## config.mk

```make
export PLATFORM = sky130hd
export DESIGN_NAME = mem_stage
export DESIGN_NICKNAME = d
export VERILOG_FILES = /design/src/rtl/core_pkg.sv /design/src/rtl/lsu_align.sv /design/src/rtl/mem_stage.sv
export SDC_FILE = /design/constraint.sdc
export NUM_CORES = 1
export LEC_CHECK = 0
export ABC_CLOCK_PERIOD_IN_PS = 2700
export CAP_MARGIN = 20
export CORE_ASPECT_RATIO = 0.6
export CORE_MARGIN = 2
export CORE_UTILIZATION = 39
export CTS_BUF_LIST = sky130_fd_sc_hd__clkbuf_4 sky130_fd_sc_hd__clkbuf_8
export CTS_CLUSTER_DIAMETER = 60
export DETAILED_ROUTE_END_ITERATION = 16
export PLACE_DENSITY = 0.78
export SETUP_SLACK_MARGIN = 0.2
export SLEW_MARGIN = 20
export SYNTH_ARGS = -nofsm -noshare
export SYNTH_HDL_FRONTEND = slang
export SYNTH_HIERARCHICAL = 1
export SYNTH_SLANG_ARGS = --single-unit
```

## constraint.sdc

```tcl
create_clock -name clk_i -period 2.7 [get_ports clk_i]
set_input_delay 0.54 -clock clk_i [delete_from_list [all_inputs] [get_ports clk_i]]
set_output_delay 0.54 -clock clk_i [all_outputs]
set_load 0.1 [all_outputs]
```

## src/rtl/core_pkg.sv

```systemverilog
`default_nettype none
// ---------------------------------------------------------------------------
// core_pkg - shared RISC-X core types and encodings.  Rev 1.0
// ---------------------------------------------------------------------------
package core_pkg;

  typedef enum logic [1:0] {
    BYTE      = 2'b00,
    HALF_WORD = 2'b01,
    WORD      = 2'b10
  } data_type_t;

  typedef enum logic {
    X_REG = 1'b0,
    F_REG = 1'b1
  } reg_bank_mux_t;

  typedef enum logic [1:0] {
    MEM_IDLE        = 2'd0,
    MEM_WAIT_GNT    = 2'd1,
    MEM_WAIT_RVALID = 2'd2,
    MEM_DONE        = 2'd3
  } mem_state_t;

endpackage
`default_nettype wire

```

## src/rtl/lsu_align.sv

```systemverilog
`default_nettype none
// ---------------------------------------------------------------------------
// lsu_align - byte-enable/store-lane formatting, load shift/extension and the
// misalignment check (active only with RISCX_MISALIGN_TRAP_EN).  Rev 1.0
// ---------------------------------------------------------------------------
module lsu_align
  import core_pkg::*;
(
  input  logic [1:0]  offset,
  input  data_type_t  data_type,
  input  logic        sign_extend,
  input  logic [31:0] store_data,
  input  logic [31:0] load_raw,
  output logic [3:0]  be,
  output logic [31:0] store_lanes,
  output logic [31:0] load_data,
  output logic        misaligned
);

  logic [31:0] shifted;

  assign shifted = load_raw >> {offset, 3'b000};

  always_comb begin
    be          = 4'b1111;
    store_lanes = store_data;
    load_data   = shifted;
    misaligned  = 1'b0;
    case (data_type)
      BYTE: begin
        be          = 4'b0001 << offset;
        store_lanes = {4{store_data[7:0]}};
        load_data   = {{24{sign_extend & shifted[7]}}, shifted[7:0]};
      end
      HALF_WORD: begin
        // lanes shifted past bit 3 are dropped on a misaligned half-word
        be          = 4'b0011 << offset;
        store_lanes = {2{store_data[15:0]}};
        load_data   = {{16{sign_extend & shifted[15]}}, shifted[15:0]};
      end
      default: ;
    endcase
`ifdef RISCX_MISALIGN_TRAP_EN
    misaligned = ((data_type == HALF_WORD) && offset[0]) ||
                 ((data_type == WORD) && (offset != 2'b00));
`endif
  end

endmodule
`default_nettype wire

```

## src/rtl/mem_stage.sv

```systemverilog
`default_nettype none
// ---------------------------------------------------------------------------
// mem_stage - EX->MEM pipeline register plus data-memory req/gnt/rvalid FSM.
// Misaligned trap compiled in with RISCX_MISALIGN_TRAP_EN.  Rev 1.0
// ---------------------------------------------------------------------------
module mem_stage
  import core_pkg::*;
(
  input  logic          clk_i,
  input  logic          rst_n_i,
  input  logic [4:0]    rd_addr_ex_i,
  input  reg_bank_mux_t rd_dst_bank_ex_i,
  input  logic [31:0]   alu_result_ex_i,
  input  logic          mem_req_ex_i,
  input  logic          mem_wen_ex_i,
  input  data_type_t    mem_data_type_ex_i,
  input  logic          mem_sign_extend_ex_i,
  input  logic [31:0]   mem_wdata_ex_i,
  input  logic          reg_alu_wen_ex_i,
  input  logic          reg_mem_wen_ex_i,
  input  logic [31:0]   pc_ex_i,
  input  logic          valid_ex_i,
  input  logic          stall_mem_i,
  input  logic          flush_mem_i,
  output logic          mem_busy_o,
  output logic          trap_mem_o,
  output logic          dmem_req_o,
  output logic          dmem_we_o,
  output logic [3:0]    dmem_be_o,
  output logic [31:0]   dmem_addr_o,
  output logic [31:0]   dmem_wdata_o,
  input  logic          dmem_gnt_i,
  input  logic          dmem_rvalid_i,
  input  logic [31:0]   dmem_rdata_i,
  output logic [4:0]    rd_addr_mem_o,
  output reg_bank_mux_t rd_dst_bank_mem_o,
  output logic [31:0]   alu_result_mem_o,
  output logic [31:0]   mem_rdata_mem_o,
  output logic          reg_alu_wen_mem_o,
  output logic          reg_mem_wen_mem_o,
  output logic          valid_mem_o,
  output logic [31:0]   pc_mem_o
);

  logic [4:0]    rd_addr;
  reg_bank_mux_t rd_dst_bank;
  logic [31:0]   alu_result;
  logic          mem_req;
  logic          mem_wen;
  data_type_t    data_type;
  logic          sign_extend;
  logic [31:0]   wdata;
  logic          reg_alu_wen;
  logic          reg_mem_wen;
  logic [31:0]   pc;
  logic          valid;
  logic [31:0]   rdata_hold;
  mem_state_t    state, state_next;

  logic          issue, busy, capture, eligible, misaligned, stage_load;
  logic [3:0]    be;
  logic [31:0]   store_lanes, load_data;

  lsu_align u_lsu_align (
    .offset      (alu_result[1:0]),
    .data_type   (data_type),
    .sign_extend (sign_extend),
    .store_data  (wdata),
    .load_raw    (capture ? dmem_rdata_i : rdata_hold),
    .be          (be),
    .store_lanes (store_lanes),
    .load_data   (load_data),
    .misaligned  (misaligned)
  );

  assign trap_mem_o = valid & mem_req & misaligned;
  assign eligible   = valid & mem_req & ~trap_mem_o;
  assign stage_load = ~stall_mem_i & ~busy;

  always_ff @(posedge clk_i or negedge rst_n_i) begin
    if (!rst_n_i) begin
      rd_addr     <= '0;
      rd_dst_bank <= X_REG;
      alu_result  <= '0;
      mem_req     <= 1'b0;
      mem_wen     <= 1'b0;
      data_type   <= WORD;
      sign_extend <= 1'b0;
      wdata       <= '0;
      reg_alu_wen <= 1'b0;
      reg_mem_wen <= 1'b0;
      pc          <= '0;
      valid       <= 1'b0;
    end else if (stage_load) begin
      rd_addr     <= rd_addr_ex_i;
      rd_dst_bank <= rd_dst_bank_ex_i;
      alu_result  <= alu_result_ex_i;
      mem_wen     <= mem_wen_ex_i;
      data_type   <= mem_data_type_ex_i;
      sign_extend <= mem_sign_extend_ex_i;
      wdata       <= mem_wdata_ex_i;
      pc          <= pc_ex_i;
      valid       <= valid_ex_i & ~flush_mem_i;
      mem_req     <= mem_req_ex_i & ~flush_mem_i;
      reg_alu_wen <= reg_alu_wen_ex_i & ~flush_mem_i;
      reg_mem_wen <= reg_mem_wen_ex_i & ~flush_mem_i;
    end
  end

  always_ff @(posedge clk_i or negedge rst_n_i) begin
    if (!rst_n_i) begin
      state      <= MEM_IDLE;
      rdata_hold <= '0;
    end else begin
      state <= state_next;
      if (capture) rdata_hold <= dmem_rdata_i;
    end
  end

  always_comb begin
    state_next = state;
    issue      = 1'b0;
    busy       = 1'b0;
    capture    = 1'b0;
    case (state)
      MEM_IDLE: begin
        if (eligible) begin
          issue      = 1'b1;
          busy       = 1'b1;
          state_next = dmem_gnt_i ? MEM_WAIT_RVALID : MEM_WAIT_GNT;
        end
      end
      MEM_WAIT_GNT: begin
        issue = 1'b1;
        busy  = 1'b1;
        if (dmem_gnt_i) state_next = MEM_WAIT_RVALID;
      end
      MEM_WAIT_RVALID: begin
        if (dmem_rvalid_i) begin
          capture    = 1'b1;
          // a stalled stage keeps the result in DONE so the access is not re-issued
          state_next = stall_mem_i ? MEM_DONE : MEM_IDLE;
        end else begin
          busy = 1'b1;
        end
      end
      MEM_DONE: begin
        if (!stall_mem_i) state_next = MEM_IDLE;
      end
      default: state_next = MEM_IDLE;
    endcase
  end

  assign mem_busy_o   = busy;
  assign dmem_req_o   = issue;
  assign dmem_we_o    = issue & mem_wen;
  assign dmem_be_o    = issue ? be : 4'b0000;
  assign dmem_addr_o  = issue ? {alu_result[31:2], 2'b00} : 32'h0;
  assign dmem_wdata_o = issue ? store_lanes : 32'h0;

  assign rd_addr_mem_o     = rd_addr;
  assign rd_dst_bank_mem_o = rd_dst_bank;
  assign alu_result_mem_o  = alu_result;
  assign mem_rdata_mem_o   = load_data;
  assign reg_alu_wen_mem_o = reg_alu_wen & ~trap_mem_o;
  assign reg_mem_wen_mem_o = reg_mem_wen & ~trap_mem_o;
  assign valid_mem_o       = valid;
  assign pc_mem_o          = pc;

endmodule
`default_nettype wire

```

==> run summary, run 1 <==
final wirelength: 28,790 um
worst r2r src: state[1]$_DFFE_PN0P_
max cap viols: 0
post-synth cell types: 38
clk_skew: 0.01524 ns
hold_buf cts: 0
worst setup path class: flip-flop to output port
Synth Cell Area: 0.007351 mm2
worst reg2reg path depth: 16
period utilization: 1.215
register area share after synthesis: 0.4904
first-pass GRT wire length: 40,940 um
Die Area: 0.02000 mm2
Seq cells post-synth: 144
Hold Path Class: primary input to async pin
Final #Nets: 1,120
diodes inserted: 0
CTS Buf Count: 17
CTS tree: done
Worst-path clk slew: 0.09 ns
top post-synthesis cells by area: dfrtp_1, mux2_2, mux2_4, and2_1, mux2i_1
EDFF count, synth: 0
antenna violations before repair: 0
post-synthesis cell count: 583
largest net degree at the start of global routing: 61
dominant synthesized flop cell: dfrtp_1
RSZ-0062 raised after global routing: true
# DRC: 0
dpl hpwl: 17,940 um
vias in the first global route: 6,492
WP data required: 2.16 ns
antenna viol nets, final: 0
via/cell ratio: 5.154
DP Worst Slack: -0.5563 ns
Hold Vio Cnt, Final: 0
Initial Util: 0.4026
DR pass1 iterations: 5
CP max FO: 8
Core Rows: 38
relative slew slack: 0.5488
Worst EP arrival: 2.74 ns
Die Span X: 181.2 um
DR iter-0 viols: 374
R2R Setup Slk: -0.11 ns
final core occ: 0.7722
Synth async-reset ratio: 1.000
Slew Viols, Final: 0
f_max: 304.8 MHz
largest area contributor in the netlist: dfrtp_1
Port Buf Inserts: 321
hold slack: 0.05675 ns
Clock Path Buffers: 2
Slew @ Worst Pin: 0.6748 ns
clock tree sinks: 144
GRT Total Usage: 0.2761
Setup WS post-layout: -0.5803 ns
Synthesis Warnings: 6
Area Overhead vs Synth: 91.80%
status: finished with violations
reg2reg end: pc_mem_o[17]$_DFFE_PN0P_
area fraction of the dominant cell type after synthesis: 0.4868
layout cell share with drive strength beyond 1: 0.5823
Setup crit start kind: flip-flop
CP Capture Type: output port
total gr overflow: 0
failing checks: setup timing
GPL Wtd Cong: 0.8380
clock root cell: clkbuf_8
wire length per cell: 23.52 um
chip height: 110.3 um
clock latency on the worst-skew pair: 0.45 ns
Post-Syn Area per Cell: 12.61 um2
# setup viols final: 206
core area: 0.01826 mm2
# IOs: 325
Min Clock Period, post-route: 3.280 ns
# H-tree levels: 4
Via Count: 6,308
==> cell type report <==
type | count | area [um2]
multi-input cells | 386 | 4053
inverters | 1 | 3.754
clock buffers | 20 | 269.0
flip-flops and latches | 144 | 3616
well taps | 240 | 300.3
clock inverters | 11 | 153.9
fillers | 1096 | 4159
repair buffers | 422 | 5703
==> sequential cells by signal, indices dropped and copies added (netlist names), 2 cells and up <==
signal            count
alu_result_mem_o     32
pc_mem_o             32
rdata_hold           32
wdata                32
rd_addr_mem_o         5
data_type             2
state                 2
==> synthesized netlist by cell type (all sizes together) (2+ instances only) <==
| master | number |
|---|---|
| or2 | 7 |
| nor2b | 3 |
| mux2 | 165 |
| nand2b | 2 |
| o21ai | 20 |
| o21bai | 2 |
| nand2 | 33 |
| o21a | 2 |
| clkbuf | 14 |
| a21oi | 14 |
| mux2i | 23 |
| dfrtp | 143 |
| nor2 | 6 |
| and2 | 70 |
| o211ai | 16 |
| buf | 39 |
| nand3b | 5 |
| conb | 2 |
| a22o | 3 |
==> stage by stage <==
step                std cells  setup TNS [ns]  cell area, um2
floorplan                 584          -16.22            7667
global placement         1128          -14.19           12080
detailed placement       1128          -15.59           12080
CTS                      1199          -17.39           13610
global route             1224          -60.34           14100
finish                   1224          -42.90           14100
==> timing repair <==
action | in CTS | in global routing
setup buffers | 26 | 10
cloned | 14 | 15
pin swaps | 21 | 3
gates resized for setup | 159 | 21
endpoints found under the setup margin | 100 | 203
==> cells by family after synthesis <==
logic type             count (synthesis)  share of synthesized area
muxes                                188                     0.3004
and+or+nand+nor                      130                    0.09957
other                                  2                   0.001022
buffers and inverters                 54                    0.04426
AOI/OAI and AO/OA                     65                    0.06434
DFF                                  144                     0.4904
==> routing by layer <==
layer	vias to the layer above	wire length, um	GRT usage
met5	-	0	0
met4	0	531	0.07607
met3	34	2054	0.07359
met2	251	13000	0.4239
met1	3210	13210	0.3877
li1	2813	-	-
==> critical path: stages, from the launching register on <==
cell,delay [ns]
dfrtp_1,0.39
nand3b_1,0.31
mux2_4,0.38
mux2_4,0.29
a32oi_4,0.26
buf_6,0.14
buf_12,0.11
o211ai_1,0.14
clkbuf_16,0.26
==> layout by cell type (no fill, tap or decap), types with 5 or more instances in the layout <==
master           netlist  routed
a21oi_1               14       6
a21oi_4                0       7
and2_4                 0      67
buf_12                 0     119
buf_16                 0      19
buf_4                 13     106
buf_6                  7      13
buf_8                  0       8
clkbuf_16              0      11
clkbuf_8               0      19
clkdlybuf4s50_1        0     145
dfrtp_1              143     140
mux2_2               133      57
mux2_4                32     108
mux2i_1               23      23
nand2_1               33      33
nand3b_1               5       5
nor2_1                 6       5
o211ai_1              15      15
o21ai_0               20      13
o21ai_4                0       6
or2_2                  7       7
==> worst max-delay path by stage <==
stage	startpoint	endpoint	slack, ns
2_1_floorplan	dmem_rvalid_i	mem_rdata_mem_o[23]	-0.88
3_3_place_gp	dmem_rvalid_i	mem_rdata_mem_o[15]	-0.49
3_5_place_dp	dmem_rvalid_i	mem_rdata_mem_o[20]	-0.56
4_1_cts	state[0]$_DFFE_PN0P_	mem_rdata_mem_o[20]	-0.56
5_1_grt	state[0]$_DFFE_PN0P_	mem_rdata_mem_o[20]	-0.71
6_report	state[0]$_DFFE_PN0P_	mem_rdata_mem_o[20]	-0.58
Power of run 1 is not shown: default switching activity piles up to over one toggle a cycle in this logic, so the estimate is an artifact.
==> run 2, diff against run 1 <==
--- a/config.mk
+++ b/config.mk
@@ -7,7 +7,7 @@
 export LEC_CHECK = 0
 export ABC_CLOCK_PERIOD_IN_PS = 2700
 export CAP_MARGIN = 20
-export CORE_ASPECT_RATIO = 0.6
+export CORE_ASPECT_RATIO = 2
 export CORE_MARGIN = 2
 export CORE_UTILIZATION = 39
 export CTS_BUF_LIST = sky130_fd_sc_hd__clkbuf_4 sky130_fd_sc_hd__clkbuf_8
==> run summary, run 2 (synthesis gave the netlist of run 1 again) <==
status: finished with violations (unchanged)
failing checks: setup timing (unchanged)
clock latency on the worst-skew pair: 0.46 ns (was 0.45 ns)
Critical Path, Cell by Cell: nand3b_1 -> buf_6 -> buf_4 -> clkbuf_16 -> mux2_2 -> mux2_4 -> nand2_1 -> o211ai_1 -> buf_12 (was nand3b_1 -> mux2_4 -> mux2_4 -> a32oi_4 -> buf_6 -> buf_12 -> o211ai_1 -> clkbuf_16)
wire length per cell: 22.99 um (was 23.52 um)
layout cell share with drive strength beyond 1: 0.5958 (was 0.5823)
CTS tree: done (unchanged)
first-pass GRT wire length: 37,960 um (was 40,940 um)
clock tree sinks: 144 (unchanged)
Setup crit start kind: flip-flop (unchanged)
hold_buf cts: 0 (unchanged)
Port Buf Inserts: 321 (unchanged)
most frequent cells in the layout: clkdlybuf4s50_1, dfrtp_1, buf_12, buf_4, mux2_4 (was clkdlybuf4s50_1, dfrtp_1, buf_12, mux2_4, buf_4)
final wirelength: 27,890 um (was 28,790 um)
max cap viols: 0 (unchanged)
total gr overflow: 0 (unchanged)
clk_skew: 0.01681 ns (was 0.01524 ns)
Setup crit start: state[0]$_DFFE_PN0P_ (unchanged)
CP max FO: 9 (was 8)
largest net degree at the start of global routing: 63 (was 61)
Final #Nets: 1,127 (was 1,120)
highest-delay cell along the critical path: dfrtp_1 (unchanged)
period utilization: 1.153 (was 1.215)
Setup WS post-layout: -0.4138 ns (was -0.5803 ns)
Worst EP arrival: 2.57 ns (was 2.74 ns)
fill count: 1,113 (was 1,096)
via/cell ratio: 5.228 (was 5.154)
Worst-path clk slew: 0.09 ns (about the same)
worst setup path class: flip-flop to output port (unchanged)
Core Rows: 71 (was 38)
most common cell after layout, fill and taps aside: clkdlybuf4s50_1 (unchanged)
Clock Path Buffers: 2 (unchanged)
antenna viol nets, final: 0 (unchanged)
relative slew slack: 0.5624 (was 0.5488)
worst r2r src: state[1]$_DFFE_PN0P_ (unchanged)
# H-tree levels: 4 (unchanged)
Hold Vio Cnt, Final: 0 (unchanged)
# IOs: 325 (unchanged)
f_max: 321.1 MHz (was 304.8 MHz)
core area: 0.01866 mm2 (was 0.01826 mm2)
Die Span X: 101.1 um (was 181.2 um)
Hold Path Class: primary input to async pin (unchanged)
WP data required: 2.16 ns (about the same)
CP Capture Type: output port (unchanged)
vias in the first global route: 6,734 (was 6,492)
dpl hpwl: 17,580 um (was 17,940 um)
clock root cell: clkbuf_8 (unchanged)
DR pass1 iterations: 4 (was 5)
DP Worst Slack: -0.5029 ns (was -0.5563 ns)
# DRC: 0 (unchanged)
GRT Total Usage: 0.2524 (was 0.2761)
antenna violations before repair: 1 (was 0)
Slew Viols, Final: 0 (unchanged)
Min Clock Period, post-route: 3.114 ns (was 3.280 ns)
DR iter-0 viols: 188 (was 374)
# setup viols final: 67 (was 206)
CTS Buf Count: 17 (unchanged)
Slew @ Worst Pin: 0.6564 ns (was 0.6748 ns)
Area Overhead vs Synth: 92.07% (was 91.80%)
CP max stage delay: 0.40 ns (was 0.39 ns)
RSZ-0062 raised after global routing: true (unchanged)
Initial Util: 0.3940 (was 0.4026)
Via Count: 6,342 (was 6,308)
Die Area: 0.02003 mm2 (was 0.02000 mm2)
GPL Wtd Cong: 0.9378 (was 0.8380)
chip height: 198.2 um (was 110.3 um)
[run 2: through the flow]
step | instances | hold WS, ns | cell area (um2) | util | TNS [ns]
2_1_floorplan | 584 | 0.2444 | 7667 | - | -16.22
3_3_place_gp | 1119 | 0.4762 | 12100 | 0.6487 | -13.52
3_5_place_dp | 1119 | 0.4855 | 12100 | 0.6487 | -14.58
4_1_cts | 1184 | 0.04926 | 13220 | 0.7085 | -12.90
5_1_grt | 1212 | 0.06022 | 14120 | 0.7567 | -18.92
6_report | 1213 | 0.04070 | 14120 | 0.7568 | -12.55
[run 2: worst paths after layout]
| kind | end | slack [ns] | cells past startpoint |
|---|---|---|---|
| hold / removal | valid_mem_o$_DFFE_PN0P_ | 0.04 | 1 |
| setup / recovery | mem_rdata_mem_o[19] | -0.41 | 9 |
| min in group clk_i | rdata_hold[7]$_DFF_PN0_ | 0.50 | 1 |
| setup reg to reg | alu_result_mem_o[3]$_DFFE_PN0P_ | 0.16 | 13 |
| hold reg to reg | rdata_hold[7]$_DFF_PN0_ | 0.50 | 1 |
| max in group asynchronous | data_type[1]$_DFFE_PN1P_ | 1.87 | 2 |
[run 2: layout make-up]
class                   count  area, um2  area share
repair buffers            429       5663      0.4011
well taps                 219      274.0     0.01941
multi-input cells         386       4131      0.2926
clock buffers              18      247.7     0.01755
inverters                   1      3.754   0.0002659
diodes                      2      5.005   0.0003545
clock inverters            14      177.7     0.01258
flip-flops and latches    144       3616      0.2561
[run 2: repair_timing]
action,4_1_cts,5_1_grt
setup endpoints to repair,100,180
gates resized for setup,73,125
setup buffers,24,12
cloned,9,15
pin swaps,19,8
[run 2: critical path: cells and delay by family (launching register included)]
family                 cells  cell delay (ns)
muxes                      2             0.60
AOI/OAI and AO/OA          1             0.14
and+or+nand+nor            2             0.27
buffers and inverters      4             0.69
DFF                        1             0.40
[run 2: routing by layer]
layer  GRT usage  part of all wire
met1      0.2622              0.34
met2      0.4675              0.58
met3     0.05718             0.046
met4      0.1161             0.035
met5           0                 0
Power of run 2 is left out for the same reason.
==> run 3, diff against run 2 <==
--- a/config.mk
+++ b/config.mk
@@ -5,15 +5,15 @@
 export SDC_FILE = /design/constraint.sdc
 export NUM_CORES = 1
 export LEC_CHECK = 0
-export ABC_CLOCK_PERIOD_IN_PS = 2700
+export ABC_CLOCK_PERIOD_IN_PS = 3880
 export CAP_MARGIN = 20
 export CORE_ASPECT_RATIO = 2
 export CORE_MARGIN = 2
-export CORE_UTILIZATION = 39
+export CORE_UTILIZATION = 47
 export CTS_BUF_LIST = sky130_fd_sc_hd__clkbuf_4 sky130_fd_sc_hd__clkbuf_8
 export CTS_CLUSTER_DIAMETER = 60
 export DETAILED_ROUTE_END_ITERATION = 16
-export PLACE_DENSITY = 0.78
+export PLACE_DENSITY = 0.88
 export SETUP_SLACK_MARGIN = 0.2
 export SLEW_MARGIN = 20
 export SYNTH_ARGS = -nofsm -noshare
==> constraint.sdc (replaced) <==
create_clock -name clk_i -period 3.88 [get_ports clk_i]
set_input_delay 0.776 -clock clk_i [delete_from_list [all_inputs] [get_ports clk_i]]
set_output_delay 0.776 -clock clk_i [all_outputs]
set_load 0.1 [all_outputs]
==> run summary, run 3 (synthesis gave the netlist of run 1 again) <==
# setup viols final: 0 (was 67)
fill count: 969 (was 1,113)
antenna viol nets, final: 0 (unchanged)
status: complete, no violations (was finished with violations)
post-route cell area: 0.01157 mm2 (was 0.01412 mm2)
Critical Path, Cell by Cell: clkdlybuf4s15_1 -> nand3b_1 -> buf_6 -> mux2_4 -> mux2_4 -> a32oi_4 -> buf_12 -> o211ai_1 -> clkbuf_16 (was nand3b_1 -> buf_6 -> buf_4 -> clkbuf_16 -> mux2_2 -> mux2_4 -> nand2_1 -> o211ai_1 -> buf_12)
layout cell share with drive strength beyond 1: 0.4013 (was 0.5958)
dpl hpwl: 16,780 um (was 17,580 um)
Port Buf Inserts: 321 (unchanged)
# H-tree levels: 4 (unchanged)
CP max stage delay: 0.33 ns (was 0.40 ns)
via/cell ratio: 5.310 (was 5.228)
vias in the first global route: 6,423 (was 6,734)
CP Capture Type: output port (unchanged)
clock latency on the worst-skew pair: 0.44 ns (was 0.46 ns)
period utilization: 0.9314
GPL Wtd Cong: 0.8946 (was 0.9378)
Hold Vio Cnt, Final: 0 (unchanged)
Slew @ Worst Pin: 1.059 ns (was 0.6564 ns)
most frequent cells in the layout: clkdlybuf4s50_1, dfrtp_1, mux2_2, buf_4, and2_1 (was clkdlybuf4s50_1, dfrtp_1, buf_12, buf_4, mux2_4)
Slew Viols, Final: 0 (unchanged)
fin cells: 1,112 (was 1,213)
total gr overflow: 0 (unchanged)
CP max FO: 8 (was 9)
f_max: 276.7 MHz
relative slew slack: 0.2918 (was 0.5624)
chip height: 180.9 um (was 198.2 um)
CTS Buf Count: 17 (unchanged)
Setup WS post-layout: 0.2660 ns (was -0.4138 ns)
Worst EP arrival: 2.84 ns (was 2.57 ns)
clk_skew: 0.006597 ns (was 0.01681 ns)
final wirelength: 22,980 um (was 27,890 um)
antenna violations before repair: 2 (was 1)
DR iter-0 viols: 327 (was 188)
Crit path top cell by count: mux2_4
most common cell after layout, fill and taps aside: clkdlybuf4s50_1 (unchanged)
Setup crit start kind: primary input (was flip-flop)
highest-delay cell along the critical path: a32oi_4 (was dfrtp_1)
largest net degree at the start of global routing: 92 (was 63)
Post-Place Cells: 1,068 (was 1,119)
Initial Util: 0.4806 (was 0.3940)
max cap viols: 0 (unchanged)
Die Span X: 92.43 um (was 101.1 um)
Placed Area: 0.01101 mm2 (was 0.01210 mm2)
first-pass GRT wire length: 35,740 um (was 37,960 um)
Area Overhead vs Synth: 57.40% (was 92.07%)
Core Rows: 64 (was 71)
WP data required: 3.10 ns (was 2.16 ns)
wire length per cell: 20.66 um (was 22.99 um)
GRT Total Usage: 0.2780 (was 0.2524)
clock root cell: clkbuf_8 (unchanged)
Die Area: 0.01672 mm2 (was 0.02003 mm2)
Worst-path clk slew: 0.08 ns (was 0.09 ns)
clock tree sinks: 144 (unchanged)
DP Worst Slack: 0.04769 ns (was -0.5029 ns)
DR pass1 iterations: 4 (unchanged)
# IOs: 325 (unchanged)
Final #Nets: 1,047 (was 1,127)
crit path buf inv count: 4 (unchanged)
# DRC: 0 (unchanged)
CTS tree: done (unchanged)
delay-heaviest family, CP: buffers and inverters (unchanged)
Via Count: 5,905 (was 6,342)
worst setup path class: primary input to output port (was flip-flop to output port)
Min Clock Period, post-route: 3.614 ns
RSZ-0062 raised after global routing: false (was true)
core area: 0.01529 mm2 (was 0.01866 mm2)
Hold Path Class: primary input to async pin (unchanged)
Clock Path Buffers: 2 (unchanged)
==> run 3: cell types whose count changed in the layout (fill, tap and decap cells not counted), moves of 9 or more <==
cell | before | now
buf_12 | 122 | 44
mux2_2 | 54 | 129
mux2_4 | 111 | 36
clkdlybuf4s50_1 | 145 | 216
and2_4 | 67 | 0
and2_1 | 3 | 62
buf_4 | 119 | 83
clkbuf_16 | 14 | 1
buf_16 | 11 | 1
buf_6 | 11 | 2
==> run 3: cell type report <==
type | instances | area [um2] | share of cell area
multi-input cells | 386 | 3510 | 0.3033
repair buffers | 349 | 3784 | 0.3270
clock buffers | 21 | 282.8 | 0.02444
flip-flops and latches | 144 | 3606 | 0.3117
diodes | 2 | 5.005 | 0.0004326
inverters | 1 | 3.754 | 0.0003244
well taps | 198 | 247.7 | 0.02141
clock inverters | 11 | 131.4 | 0.01136
==> run 3: worst register-to-register path, stage by stage (launching register included) <==
cell and delay, ns:
dfrtp_2 0.40, buf_4 0.19, nand2b_1 0.17, o31ai_4 0.09, buf_4 0.26, a211oi_4 0.50, buf_12 0.33, mux2_2 0.44
==> run 3: what timing repair did <==
item | in CTS | in global routing
resized for setup | 4 | 5
pin swaps | 1 | 2
hold buffers | 0 | 0
endpoints found under the setup margin | 24 | 20
endpoints found under the hold margin | 0 | 0
setup buffers | 5 | 3
cloned | 2 | 0
==> run 3: stage by stage <==
stage	util	hold slack [ns]	setup TNS, ns
final	0.7565	0.3930	0
after global routing	0.7565	0.4471	0
after CTS	0.7535	0.4271	0
after detailed placement	0.7198	0.4831	0
after global placement	0.7198	0.4768	0
after floorplan	-	0.4643	-1.577
==> run 3: worst paths after layout <==
check	startpoint	endpoint	cells after the start	slack (ns)
max	dmem_rvalid_i	mem_rdata_mem_o[17]	9	0.27
min	rst_n_i	reg_alu_wen$_DFFE_PN0P_	1	0.39
max reg2reg	state[1]$_DFFE_PN0P_	pc_mem_o[17]$_DFFE_PN0P_	7	1.38
min reg2reg	rdata_hold[6]$_DFF_PN0_	rdata_hold[6]$_DFF_PN0_	1	0.50
max in group asynchronous	rst_n_i	alu_result_mem_o[20]$_DFFE_PN0P_	2	2.67
min in group clk_i	rdata_hold[6]$_DFF_PN0_	rdata_hold[6]$_DFF_PN0_	1	0.50
==> run 3: metal layers <==
| layer | track usage | routed length [um] | vias up |
|---|---|---|---|
| li1 | - | - | 2650 |
| met1 | 0.3139 | 8292 | 2879 |
| met2 | 0.4721 | 11840 | 314 |
| met3 | 0.08716 | 1874 | 62 |
| met4 | 0.1301 | 968 | 0 |
| met5 | 0 | 0 | - |
Power of run 3 is left out for the same reason.
